## config.mk

```make
export PLATFORM = sky130hd
export DESIGN_NAME = mdu_sequencer
export DESIGN_NICKNAME = d
export VERILOG_FILES = /design/src/rtl/mdu_sequencer.sv
export SDC_FILE = /design/constraint.sdc
export NUM_CORES = 1
export LEC_CHECK = 0
export ABC_AREA = 0
export CORE_ASPECT_RATIO = 0.75
export CORE_MARGIN = 1
export CORE_UTILIZATION = 28
export DETAILED_ROUTE_END_ITERATION = 8
export GPL_TIMING_DRIVEN = 0
export PLACE_DENSITY_LB_ADDON = 0.3
export SYNTH_ARGS = -nofsm -noshare
export SYNTH_HDL_FRONTEND = slang
export SYNTH_SLANG_ARGS = --single-unit
```

## constraint.sdc

```tcl
create_clock -name clk -period 4.5 [get_ports clk]
set_clock_uncertainty 0.1 [all_clocks]
set_input_delay 0.675 -clock clk [delete_from_list [all_inputs] [get_ports clk]]
set_output_delay 0.675 -clock clk [all_outputs]
set_load 0.02 [all_outputs]
```

## src/rtl/mdu_sequencer.sv

```systemverilog
// rtl/mdu_sequencer.sv - iterative HI/LO multiply/divide sequencer (optional MDU_ACCUM_EN adds MADD/MSUB)
module mdu_sequencer #(
  parameter int ITER = 32
) (
  input  logic        clk,
  input  logic        reset,
  input  logic        start,
  input  logic [3:0]  op,
  input  logic [31:0] srca,
  input  logic [31:0] srcb,
  input  logic        abort,
  output logic [31:0] hi,
  output logic [31:0] lo,
  output logic        busy,
  output logic        done
);

  localparam logic [3:0] OP_MULT  = 4'd1;
  localparam logic [3:0] OP_MULTU = 4'd2;
  localparam logic [3:0] OP_DIV   = 4'd3;
  localparam logic [3:0] OP_DIVU  = 4'd4;
`ifdef MDU_ACCUM_EN
  localparam logic [3:0] OP_MADD  = 4'd5;
  localparam logic [3:0] OP_MADDU = 4'd6;
  localparam logic [3:0] OP_MSUB  = 4'd7;
  localparam logic [3:0] OP_MSUBU = 4'd8;
`endif
  localparam logic [3:0] OP_MTHI  = 4'd9;
  localparam logic [3:0] OP_MTLO  = 4'd10;

  typedef enum logic [1:0] {
    IDLE = 2'd0,
    CALC = 2'd1,
    FIX  = 2'd2
  } stateT;

  stateT       state;
  logic [5:0]  cnt;
  logic [3:0]  opReg;
  logic [31:0] divisor;
  logic [63:0] acc;
  logic        negRes;
  logic        negRem;

  logic        isMul;
  logic        isDiv;
  logic        isSigned;
  logic        canIssue;
  logic        accept;
  logic [31:0] absA;
  logic [31:0] absB;
  logic [32:0] mulSum;
  logic [63:0] mulNext;
  logic [32:0] divPartial;
  logic [32:0] divDiff;
  logic        noBorrow;
  logic [31:0] remNext;
  logic [63:0] divNext;
  logic [63:0] prodFixed;
  logic [31:0] quoFixed;
  logic [31:0] remFixed;

  // Issue decode, operand magnitudes and the combinational stall toward the pipeline
  always_comb begin
    isMul    = (op == OP_MULT) || (op == OP_MULTU);
    isSigned = (op == OP_MULT) || (op == OP_DIV);
`ifdef MDU_ACCUM_EN
    isMul    = isMul || (op == OP_MADD) || (op == OP_MADDU) || (op == OP_MSUB) || (op == OP_MSUBU);
    isSigned = isSigned || (op == OP_MADD) || (op == OP_MSUB);
`endif
    isDiv    = (op == OP_DIV) || (op == OP_DIVU);
    canIssue = start && !abort && (state == IDLE);
    // Divide by zero still stalls for its issue cycle but never starts a sequence
    accept   = canIssue && (isMul || (isDiv && (srcb != 32'd0)));
    busy     = (canIssue && (isMul || isDiv)) || (state != IDLE);
    absA     = (isSigned && srca[31]) ? -srca : srca;
    absB     = (isSigned && srcb[31]) ? -srcb : srcb;
  end

  // One iteration of shift-add multiply and restoring divide; acc holds {hi half, lo half}
  always_comb begin
    mulSum     = {1'b0, acc[63:32]} + (acc[0] ? {1'b0, divisor} : 33'd0);
    mulNext    = {mulSum, acc[31:1]};
    divPartial = {acc[63:32], acc[31]};
    divDiff    = divPartial - {1'b0, divisor};
    noBorrow   = (divPartial >= {1'b0, divisor});
    remNext    = noBorrow ? divDiff[31:0] : divPartial[31:0];
    divNext    = {remNext, acc[30:0], noBorrow};
  end

  // Sign correction applied in FIX
  always_comb begin
    prodFixed = negRes ? -acc : acc;
    quoFixed  = negRes ? -acc[31:0] : acc[31:0];
    remFixed  = negRem ? -acc[63:32] : acc[63:32];
  end

  // Sequencer FSM with HI/LO commit and done pulse
  always_ff @(posedge clk) begin
    if (reset) begin
      state   <= IDLE;
      cnt     <= 6'd0;
      opReg   <= 4'd0;
      divisor <= 32'd0;
      acc     <= 64'd0;
      negRes  <= 1'b0;
      negRem  <= 1'b0;
      hi      <= 32'd0;
      lo      <= 32'd0;
      done    <= 1'b0;
    end else begin
      done <= 1'b0;
      if (abort) begin
        state <= IDLE;
      end else begin
        case (state)
          IDLE: begin
            if (accept) begin
              opReg   <= op;
              divisor <= absB;
              acc     <= {32'd0, absA};
              negRes  <= isSigned && (srca[31] ^ srcb[31]);
              negRem  <= isSigned && srca[31];
              cnt     <= 6'(ITER);
              state   <= CALC;
            end else if (start && (op == OP_MTHI)) begin
              hi <= srca;
            end else if (start && (op == OP_MTLO)) begin
              lo <= srca;
            end
          end
          CALC: begin
            acc <= ((opReg == OP_DIV) || (opReg == OP_DIVU)) ? divNext : mulNext;
            cnt <= cnt - 6'd1;
            if (cnt == 6'd1) begin
              state <= FIX;
            end
          end
          FIX: begin
            case (opReg)
              OP_MULT, OP_MULTU: {hi, lo} <= prodFixed;
              OP_DIV, OP_DIVU: begin
                hi <= remFixed;
                lo <= quoFixed;
              end
`ifdef MDU_ACCUM_EN
              OP_MADD, OP_MADDU: {hi, lo} <= {hi, lo} + prodFixed;
              OP_MSUB, OP_MSUBU: {hi, lo} <= {hi, lo} - prodFixed;
`endif
              default: ;
            endcase
            done  <= 1'b1;
            state <= IDLE;
          end
          default: state <= IDLE;
        endcase
      end
    end
  end

endmodule

```

==> flow_metrics.py <==
metrics = {
    "run_status": {
        "outcome": "finished clean",
    },
    "setup_path": {
        "end_kind": "flip-flop",
        "crit_type": "reg2reg",
        "worst_path_largest_cell_delay_ps": 750,
        "crit_required_ps": 4730,
        "crit_path_start_kind": "flip-flop",
        "cp.arrival_ps": 4580,
        "critical_path.top_delay_family": "compound AO/OA/AOI/OAI gates",
        "path_cells": "clkinvlp_4, nor2_1, ha_1, a21o_1, a211oi_1, or4b_2, a32oi_1, a21boi_0, a311oi_1, xnor2_1, a222oi_1, o31ai_1",
        "path_max_fanout": 6,
        "cpMaxStageDelayCell": "or4b_2",
        "path_buf_inv": 1,
    },
    "routing": {
        "post-route-drc-count": 0,
        "firstDrtPassIters": 5,
        "drt_iter0_drc": 2026,
        "wl_um": 65500,
        "wl_per_cell_um": 23.3,
        "vias": 16300,
        "drtAntennaViolNets": 0,
        "vias_per_cell": 5.82,
    },
    "synthesis": {
        "synthCells": 1983,
        "synth_flop_cell": "dfxtp_1",
        "ys_seq_area_share_pct": 24.6,
        "ys_ff_latch": 175,
        "synthesis.nets": 2127,
        "synthTopCellsByArea": "dfxtp_1 25%, a21oi_1 7.1%, nor2_1 7.1%",
        "synth_adder_area_share_pct": 6.44,
        "synth_top_family_by_area": "compound AO/OA/AOI/OAI gates",
        "synth_top_area_share_pct": 24.6,
        "synth_commonest_cells": "270 x nor2_1, 211 x nand2_1, 203 x a21oi_1, 175 x dfxtp_1, 121 x o21ai_0",
        "yosysMostFrequentCell": "nor2_1",
        "synth_compound_area_share_pct": 28.3,
        "syn_avg_cell_area_um2": 7.17,
        "synth_top_area_cell": "dfxtp_1",
        "ys_warn_count": 0,
        "synth.area.mux_share_pct": 1.06,
        "synth_xor_area_share_pct": 10.5,
        "synth-edff-count": 0,
        "synthesis.area_mm2": 0.0142,
        "yosys.area_share.simple_pct": 23.4,
        "synth_cell_types": 80,
        "synthArstFlopShare_pct": 0,
    },
    "final_layout": {
        "multiInputGateArea_mm2": 0.00992,
        "antenna_cells": 0,
        "drive_above_1_share_pct": 3.53,
        "fillers": 5376,
        "final_util_pct": 33.9,
        "syn_to_final_growth_pct": 19.5,
        "regArea_mm2": 0.00350,
        "nets": 2283,
    },
    "power_and_ir_drop": {
        "p_leak_nw": 6.24,
        "power_mw": 4.07,
        "ir_drop_mv": 0.291,
        "powerDensity_mw_per_mm2": 239,
    },
    "floorplan": {
        "pin_count": 138,
        "coreArea_mm2": 0.0501,
        "die_h_um": 197,
        "die_w_um": 262,
        "rows": 71,
        "fp.dieArea_mm2": 0.0517,
        "initial_utilization_pct": 28.4,
    },
    "sta": {
        "worst_slew_pin_slew_ps": 1450,
        "hold_viol_final": 0,
        "slew_headroom_pct": 2.26,
        "fin_crit_ps": 4350,
        "drv_slew": 0,
        "rsz0062_at_grt": "no",
        "setup_viol": 0,
        "finalCritPeriodShare_pct": 96.6,
        "fmax_mhz": 230,
    },
    "place": {
        "place_hpwl_um": 52200,
        "io_buffer_count": 135,
        "routabilityCongestion": 1.05,
    },
    "run": {
        "maxCapViolCount": 0,
    },
    "clocking": {
        "clockBufferDepth": 2,
        "cts_tree": "done",
        "cts.sinks": 175,
        "h-tree-depth": 4,
        "numCtsBuffers": 17,
        "clock_latency_ps": 470,
        "clk_pin_slew_ps": 70,
        "cts-root-buf": "clkbuf_16",
        "cts_hold_buf": 0,
    },
    "global_routing": {
        "grtUsageTotal_pct": 24.9,
        "grt_pass1_vias": 14800,
        "grt_max_degree": 17,
        "antenna_found_initial": 0,
        "overflow": 0,
        "grt_pass1_wl_um": 96200,
    },
    "min_path": {
        "worstHoldPathType": "reg2reg",
    },
}
## final timing paths
kind	startpoint	end	slack [ps]	cells after the start
min	hi[21]$_SDFFE_PP0P_	hi[21]$_SDFFE_PP0P_	350	1
min reg2reg	hi[21]$_SDFFE_PP0P_	hi[21]$_SDFFE_PP0P_	350	1
max	acc[0]$_SDFFE_PP0P_	acc[60]$_SDFFE_PP0P_	150	12
max reg2reg	acc[0]$_SDFFE_PP0P_	acc[60]$_SDFFE_PP0P_	150	12
## sequential cells by signal, summed over array words and instances (netlist names)
signal   cells
hi          32
acc         64
negRes       1
opReg        4
negRem       1
state        2
cnt          6
divisor     32
lo          32
done         1
## report_power, final
group	leakage, nW	internal [mW]	total, mW	switching (mW)
sequential	1.41	1.57	1.60	0.0284
clock	0.286	0.834	1.53	0.696
combinational	4.54	0.328	0.934	0.606
## cells in the final DEF (no fill, tap or decap), types with 7 or more instances in the layout
cell	n
a211oi_1	70
a21o_1	38
a21oi_1	203
a221oi_1	8
a22o_1	7
a22oi_1	17
a311oi_1	30
a31oi_1	11
and2_1	14
and3_1	15
buf_2	11
clkbuf_1	115
clkbuf_16	17
clkdlybuf4s50_1	135
dfxtp_1	174
ha_1	70
inv_1	62
mux2i_1	14
nand2_1	211
nand2b_1	18
nand3_1	29
nand4_1	14
nor2_1	270
nor2b_1	16
nor3_1	54
nor4_1	19
o211ai_1	12
o21a_1	7
o21ai_0	121
o21ai_1	8
o31ai_1	22
o41ai_1	16
or2_2	7
or3_1	14
or4_1	9
xnor2_1	81
xor2_1	90
## per-layer routing
layer  part of all wire [%]  track usage, %  up-vias
li1                       -               -     7437
met2                     39            33.5      862
met5                      0               0        -
met3                     11            5.91       77
met1                     48            38.5     7953
met4                    2.0            5.95        0
## layout make-up
cell class | count | share of cell area, %
multi-input cells | 1608 | 58.4
flip-flops and latches | 175 | 20.6
repair buffers | 138 | 8.09
well taps | 657 | 4.84
plain buffers | 136 | 3.26
clock buffers | 23 | 2.93
inverters | 63 | 1.41
clock inverters | 8 | 0.464
## worst reg2reg max path, cell delays in order, from the launching register on
cell,delay (ps)
dfxtp_2,500
clkinvlp_4,210
nor2_1,140
ha_1,270
a21o_1,220
a211oi_1,330
or4b_2,750
a32oi_1,420
a21boi_0,270
a311oi_1,390
xnor2_1,160
a222oi_1,310
o31ai_1,120
## kinds of logic after synthesis
kind of cell / after synthesis
DFF: 175
buffers and inverters: 200
adders and majority gates: 72
muxes: 15
AOI/OAI and AO/OA: 627
xor gates and xnor gates: 171
and+or+nand+nor: 723
## through the flow
stage	worst slack, ps	std cells	area [µm²]	setup TNS (ps)	hold WS [ps]
4_1_cts	52.8	2808	17000	0	360
5_1_grt	6.44	2808	17000	0	375
3_5_place_dp	-224	2775	16400	-234	343
6_report	151	2808	17000	0	354
2_1_floorplan	894	1983	14200	0	332
3_3_place_gp	-170	2775	16400	-170	338
## timing repair
action | 4_1_cts | 5_1_grt
buffers inserted | 3 | 0
hold endpoints to repair | 0 | 0
pin swaps | 0 | 0
gates resized for setup | 1 | 1
endpoints found under the setup margin | 1 | 3
Note: power is estimated with default switching activity, not from simulation.
